==> config.mk <==
export PLATFORM = sky130hd
export DESIGN_NAME = ship_motion
export DESIGN_NICKNAME = d
export VERILOG_FILES = /design/src/rtl/ship_pkg.sv /design/src/rtl/ship_motion_quad_decoder.sv /design/src/rtl/ship_motion.sv
export SDC_FILE = /design/constraint.sdc
export NUM_CORES = 1
export LEC_CHECK = 0
export ABC_AREA = 1
export ABC_CLOCK_PERIOD_IN_PS = 3500
export BUFFER_PORTS_ARGS = -buffer_cell sky130_fd_sc_hd__buf_2
export CORE_MARGIN = 2
export CORE_UTILIZATION = 30
export CTS_CLUSTER_DIAMETER = 200
export CTS_CLUSTER_SIZE = 8
export DETAILED_ROUTE_END_ITERATION = 10
export PLACE_DENSITY = 0.44
export SYNTH_ARGS = -nofsm -noshare
export SYNTH_HDL_FRONTEND = slang
export SYNTH_HIERARCHICAL = 1
export SYNTH_SLANG_ARGS = --single-unit
==> constraint.sdc <==
create_clock -name clk -period 3.5 [get_ports clk]
set_input_delay 0.7 -clock clk [delete_from_list [all_inputs] [get_ports clk]]
set_output_delay 0.7 -clock clk [all_outputs]
set_load 0.005 [all_outputs]
==> src/rtl/ship_pkg.sv <==
// ship_pkg: shared constants for the ship sprite pipeline (motion stage and
// renderer). Holds the active-video geometry, sprite size and the 2-bit
// motion-direction encoding reported on the dir port of ship_motion.
// No ports; import with "import ship_pkg::*;".
package ship_pkg;

    localparam int AV_X   = 640;
    localparam int AV_Y   = 480;
    localparam int SHIP_W = 64;
    localparam int SHIP_H = 64;

    localparam logic [1:0] DIR_NONE  = 2'b00;
    localparam logic [1:0] DIR_RIGHT = 2'b01;
    localparam logic [1:0] DIR_LEFT  = 2'b10;

    // Direction code for a signed per-frame step total.
    function automatic logic [1:0] dir_of(input logic signed [6:0] acc);
        if (acc > 7'sd0)      return DIR_RIGHT;
        else if (acc < 7'sd0) return DIR_LEFT;
        else                  return DIR_NONE;
    endfunction

endpackage

==> src/rtl/ship_motion_quad_decoder.sv <==
// quad_decoder: quadrature front end for the ship motion stage.
// Double-flop synchronizes the raw encoder channels, primes the previous-state
// register on the first clock after reset release, then decodes each
// transition of the synchronized pair {a,b} into a single quarter-step.
//   clk, reset (async, active-low)
//   rota, rotb  : raw encoder channels, asynchronous to clk
//   step_valid  : one valid quarter-step decoded this cycle
//   step_dir    : 1 = clockwise (+1, right), 0 = counter-clockwise (-1, left)
// Clockwise order is 00 -> 01 -> 11 -> 10 -> 00. A change of both bits at once
// is ambiguous and is dropped, but the previous state still follows it.
module quad_decoder (
    input  logic clk,
    input  logic reset,
    input  logic rota,
    input  logic rotb,
    output logic step_valid,
    output logic step_dir
);

    logic [1:0] sync1_q, sync1_d;
    logic [1:0] sync2_q, sync2_d;
    logic [1:0] prev_ab_q, prev_ab_d;
    logic       primed_q, primed_d;

    always_ff @(posedge clk or negedge reset) begin
        if (!reset) begin
            sync1_q   <= 2'b00;
            sync2_q   <= 2'b00;
            prev_ab_q <= 2'b00;
            primed_q  <= 1'b0;
        end else begin
            sync1_q   <= sync1_d;
            sync2_q   <= sync2_d;
            prev_ab_q <= prev_ab_d;
            primed_q  <= primed_d;
        end
    end

    always_comb begin
        sync1_d    = {rota, rotb};
        sync2_d    = sync1_q;
        prev_ab_d  = sync2_q;
        primed_d   = 1'b1;
        step_valid = 1'b0;
        step_dir   = 1'b0;
        // Before priming, only capture the current state; no count.
        if (primed_q) begin
            case ({prev_ab_q, sync2_q})
                4'b00_01, 4'b01_11, 4'b11_10, 4'b10_00: begin
                    step_valid = 1'b1;
                    step_dir   = 1'b1;
                end
                4'b00_10, 4'b10_11, 4'b11_01, 4'b01_00: begin
                    step_valid = 1'b1;
                    step_dir   = 1'b0;
                end
                default: begin
                    step_valid = 1'b0;
                    step_dir   = 1'b0;
                end
            endcase
        end
    end

endmodule

==> src/rtl/ship_motion.sv <==
// ship_motion: converts rotary-encoder quadrature into the ship sprite
// position. Quarter-steps accumulate in a saturating signed counter during the
// frame and are applied once per frame_tick, so the sprite never moves
// mid-scan.
//   clk         : pixel clock
//   reset       : asynchronous active-low reset
//   rota, rotb  : raw encoder channels (asynchronous)
//   frame_tick  : one-cycle pulse at start of vblank
//   ship_x      : ship left edge, updated the cycle after frame_tick
//   ship_y      : constant ship top row
//   pos_valid   : one-cycle pulse when ship_x has been recommitted
//   dir         : last committed motion (ship_pkg DIR_* codes)
// Build option SHIP_WRAP_EN: when defined, the committed position wraps
// around the legal span instead of clamping at its edges.
module ship_motion
    import ship_pkg::*;
#(
    parameter int X_INIT  = (AV_X - SHIP_W) / 2,
    parameter int Y_POS   = 400,
    parameter int X_MIN   = 0,
    parameter int X_MAX   = AV_X - SHIP_W,
    parameter int STEP_PX = 2,
    parameter int ACC_MAX = 31
) (
    input  logic       clk,
    input  logic       reset,
    input  logic       rota,
    input  logic       rotb,
    input  logic       frame_tick,
    output logic [9:0] ship_x,
    output logic [9:0] ship_y,
    output logic       pos_valid,
    output logic [1:0] dir
);

    localparam logic signed [6:0]  ACC_POS = 7'(ACC_MAX);
    localparam logic signed [6:0]  ACC_NEG = 7'(-ACC_MAX);
    localparam logic signed [11:0] X_MIN_S = 12'(X_MIN);
    localparam logic signed [11:0] X_MAX_S = 12'(X_MAX);
    localparam logic signed [11:0] STEP_S  = 12'(STEP_PX);
`ifdef SHIP_WRAP_EN
    localparam logic signed [11:0] SPAN_S  = 12'(X_MAX - X_MIN + 1);
`endif

    logic step_valid;
    logic step_dir;

    quad_decoder u_quad_decoder (
        .clk        (clk),
        .reset      (reset),
        .rota       (rota),
        .rotb       (rotb),
        .step_valid (step_valid),
        .step_dir   (step_dir)
    );

    logic signed [6:0]  acc_q, acc_d;
    logic [9:0]         ship_x_q, ship_x_d;
    logic               pos_valid_q, pos_valid_d;
    logic [1:0]         dir_q, dir_d;

    logic signed [6:0]  acc_stepped;
    logic signed [6:0]  acc_fresh;
    logic signed [11:0] acc_ext;
    logic signed [11:0] next_raw;
    logic signed [11:0] next_fit;

    always_ff @(posedge clk or negedge reset) begin
        if (!reset) begin
            acc_q       <= 7'sd0;
            ship_x_q    <= 10'(X_INIT);
            pos_valid_q <= 1'b0;
            dir_q       <= DIR_NONE;
        end else begin
            acc_q       <= acc_d;
            ship_x_q    <= ship_x_d;
            pos_valid_q <= pos_valid_d;
            dir_q       <= dir_d;
        end
    end

    always_comb begin
        // Saturating accumulate: a step into the limit is simply dropped.
        acc_stepped = acc_q;
        acc_fresh   = 7'sd0;
        if (step_valid) begin
            if (step_dir) begin
                acc_fresh = 7'sd1;
                if (acc_q != ACC_POS) acc_stepped = acc_q + 7'sd1;
            end else begin
                acc_fresh = -7'sd1;
                if (acc_q != ACC_NEG) acc_stepped = acc_q - 7'sd1;
            end
        end

        acc_ext  = {{5{acc_q[6]}}, acc_q};
        next_raw = $signed({2'b00, ship_x_q}) + acc_ext * STEP_S;

`ifdef SHIP_WRAP_EN
        // |acc*STEP_PX| is far below the span, so one correction suffices.
        if (next_raw < X_MIN_S)      next_fit = next_raw + SPAN_S;
        else if (next_raw > X_MAX_S) next_fit = next_raw - SPAN_S;
        else                         next_fit = next_raw;
`else
        if (next_raw < X_MIN_S)      next_fit = X_MIN_S;
        else if (next_raw > X_MAX_S) next_fit = X_MAX_S;
        else                         next_fit = next_raw;
`endif

        ship_x_d    = ship_x_q;
        pos_valid_d = 1'b0;
        dir_d       = dir_q;
        acc_d       = acc_stepped;
        if (frame_tick) begin
            // Commit uses the pre-step total; a coincident step seeds the
            // next frame so it is not lost.
            ship_x_d    = next_fit[9:0];
            pos_valid_d = 1'b1;
            dir_d       = dir_of(acc_q);
            acc_d       = acc_fresh;
        end
    end

    assign ship_x    = ship_x_q;
    assign ship_y    = 10'(Y_POS);
    assign pos_valid = pos_valid_q;
    assign dir       = dir_q;

endmodule

==> impl_metrics.toml <==
[outcome]
status = "finished, final reports clean"

[synthesis]
yosysWarnings = 6
avgSynthCellArea_sq_um = 7.33
seq_area_frac_synth_pct = 31.5
ys_ff_latch = 26
synth_cell_types = 31
netlist_area_sq_mm = 0.00208
netlist_top_cells_area = "dfrtp_1 (29%), nand2_1 (16%), ha_1 (11%)"
syn_inst = 283
synth_top_area_cell = "dfrtp_1"
synth.top_cell.area_share_pct = 28.9

[global_route]
top_usage_layer = "met2"
grt_overflow_total = 0
met3_usage_pct = 1.52
grt_pass1_wl_mm = 7.67
antenna_found_initial = 0
grt_usage_pct = 12.9
use_met2_pct = 20.3
grt_max_degree = 27
grt_pass1_vias = 1621
grt_use_met1_pct = 18.5

[route]
drt_pass1_iterations = 4
num_vias = 1703
drc_errors = 0
drt-vias-per-instance = 4.48
wirelength_mm = 4.45
routedWlPerCell_um = 11.7
drt_iter0_markers = 34
ant_nets = 0

[power_and_ir_drop]
power.density_mw_per_mm2 = 675
irDropWorstVdd_v = 0.000244
p_leak_nw = 1.29

[sta]
hold_viol = 0
rsz0062_at_grt = "false"
fin_crit_sh_pct = 73.2
fin_tns_setup_ns = 0
fmax_ghz = 0.390
tightestPinTransition_ns = 0.606
drv_slew = 0
fin_crit_ns = 2.56
slew_headroom_pct = 59.6
worst_hold_slack_ns = 0.353
setup_viol = 0
finalClockSkew_ns = 0.00673

[placement]
hpwl_mm = 3.56
place_congestion = 0.803
portBuffers = 16
placed_cells = 376

[clock_network]
cts_tree = "done"
cts_max_level = 1
hold_buffers = 0
cts_buffers = 3
post_cts_buffers = 0
clock_latency_ns = 0.28
cts_resized = 0
clockBufferDepth = 2
cts_sinks = 26
clockRootBuffer = "clkbuf_8"
clk_pin_slew_worst_paths_ns = 0.10

[die]
coreArea_sq_mm = 0.00676
die_h_um = 87.2
fp.dieW_um = 87.2
start_util_pct = 30.7
ioPinCount = 28
rows = 30
dieArea_sq_mm = 0.00760

[worst_setup_path]
worstPathArrival_ns = 2.77
crit_path_start_kind = "flip-flop"
timing.rr.end = "acc_q[6]"
reg2regPathDepth = 16
worst-path-max-fanout = 7
worstSetupPathType = "flip-flop to flip-flop"
rrSetupSlack_ns = 0.94
end_kind = "flip-flop"
critPathRequiredTime_ns = 3.71
crit-reg2reg-launch = "u_quad_decoder/prev_ab_d[0]"

[final_layout]
layout_common_cells = "nand2_1 (89), inv_1 (42), dfrtp_1 (24)"
antennaDiodeCount = 0
layout.cells.non_filler = 380
layout_commonest_cell = "nand2_1"
drive_gt1_share_pct = 14.3
areaGrowthSynthToFinish_pct = 8.44
fin_nets = 327

[min_path]
min-delay-start = "u_quad_decoder/sync1_q[0]"
whs_path_depth = 0
hp-class = "flip-flop to flip-flop"
min_delay_worst_endpoint = "u_quad_decoder/prev_ab_d[0]"

[job]
drv_cap = 0
==> synth_stat cells <==
master	number
nand2_1	89
buf_4	11
nor3_1	4
o21ai_0	6
or2_2	4
clkbuf_8	1
a22oi_1	4
o311ai_4	1
conb_1	3
dfstp_2	2
buf_2	1
nor2_4	1
nand3_2	4
nand3_1	21
a21oi_2	1
nor2_1	8
inv_1	42
o41ai_1	1
o21ai_1	1
dfrtp_1	24
nand2_4	1
xor2_1	1
nand2_2	4
inv_2	3
nand4_1	11
nor2_2	1
a21boi_1	2
a21oi_1	9
xnor2_1	1
ha_1	19
fa_1	2
==> cells by family (layout without fill, tap and decap cells) <==
| logic type | after synthesis | count (layout) | share of synthesized area, % |
|---|---|---|---|
| AO/OA/AOI/OAI | 25 | 25 | 8.14 |
| XOR/XNOR | 2 | 2 | 0.844 |
| adder cells (fa/ha/maj) | 21 | 21 | 13.4 |
| buffers and inverters | 58 | 66 | 13.0 |
| flip-flops | 26 | 26 | 31.5 |
| other | 3 | 12 | 0.542 |
| AND/OR/NAND/NOR | 148 | 148 | 32.6 |
==> sequential cells by signal, summed over array words and instances, names as in the netlist <==
name and flops:
ship_x 9, pos_valid 1, u_quad_decoder/sync1_q 2, u_quad_decoder/prev_ab_d 2, dir 2, u_quad_decoder/prev_ab_q 2, acc_q 7, u_quad_decoder/primed_q 1
==> per-stage QoR <==
stage          setup WS (ns)  utilization (%)  total power [mW]  cell area, sq um
2_1_floorplan           1.15                -              1.12              2110
3_3_place_gp           0.977             32.5              1.35              2200
3_5_place_dp           0.934             32.5              1.34              2200
4_1_cts                0.901             33.3              1.54              2250
5_1_grt                0.557             33.3              1.69              2250
6_report               0.939             33.3              1.52              2250
==> power breakdown <==
group | switching [mW] | internal [mW] | total (mW) | leakage, nW
sequential | 0.0820 | 0.370 | 0.452 | 0.315
clock | 0.0999 | 0.101 | 0.201 | 0.0288
combinational | 0.541 | 0.324 | 0.866 | 0.946
==> worst max path at each step <==
| stage | start | to | slack (ns) |
|---|---|---|---|
| 6_report | u_quad_decoder/prev_ab_d[0] | acc_q[6] | 0.94 |
| 5_1_grt | u_quad_decoder/prev_ab_d[0] | acc_q[6] | 0.56 |
| 4_1_cts | u_quad_decoder/prev_ab_d[0] | acc_q[6] | 0.90 |
| 3_5_place_dp | u_quad_decoder/prev_ab_d[0] | acc_q[6] | 0.93 |
| 3_3_place_gp | u_quad_decoder/prev_ab_d[0] | acc_q[6] | 0.98 |
| 2_1_floorplan | u_quad_decoder/prev_ab_d[0] | acc_q[6] | 1.15 |
==> layer usage <==
layer	routed length (um)	up-vias
met5	0	-
met4	65	0
met3	91	5
met2	1970	23
met1	2320	758
li1	-	917
==> cell type report <==
type / instances / area [sq um]
fillers: 734 / 4510
inverters: 45 / 169
flip-flops and latches: 26 / 653
well taps: 80 / 100
clock buffers: 4 / 55.1
repair buffers: 17 / 87.6
multi-input cells: 208 / 1190
==> critical path, cell delays in order, from the launching register on <==
cell and delay, ns:
dfrtp_1 0.42, inv_1 0.09, ha_1 0.14, nand2_1 0.05, nand3_1 0.08, nand2_1 0.05
nor2_1 0.24, inv_1 0.21, fa_1 0.49, nand3_1 0.08, nand3_1 0.08, nand2_1 0.08
nand2_1 0.05, a21oi_1 0.14, or2_2 0.13, nand3_1 0.06, a21boi_1 0.12
(Power assumes the default switching activity.)
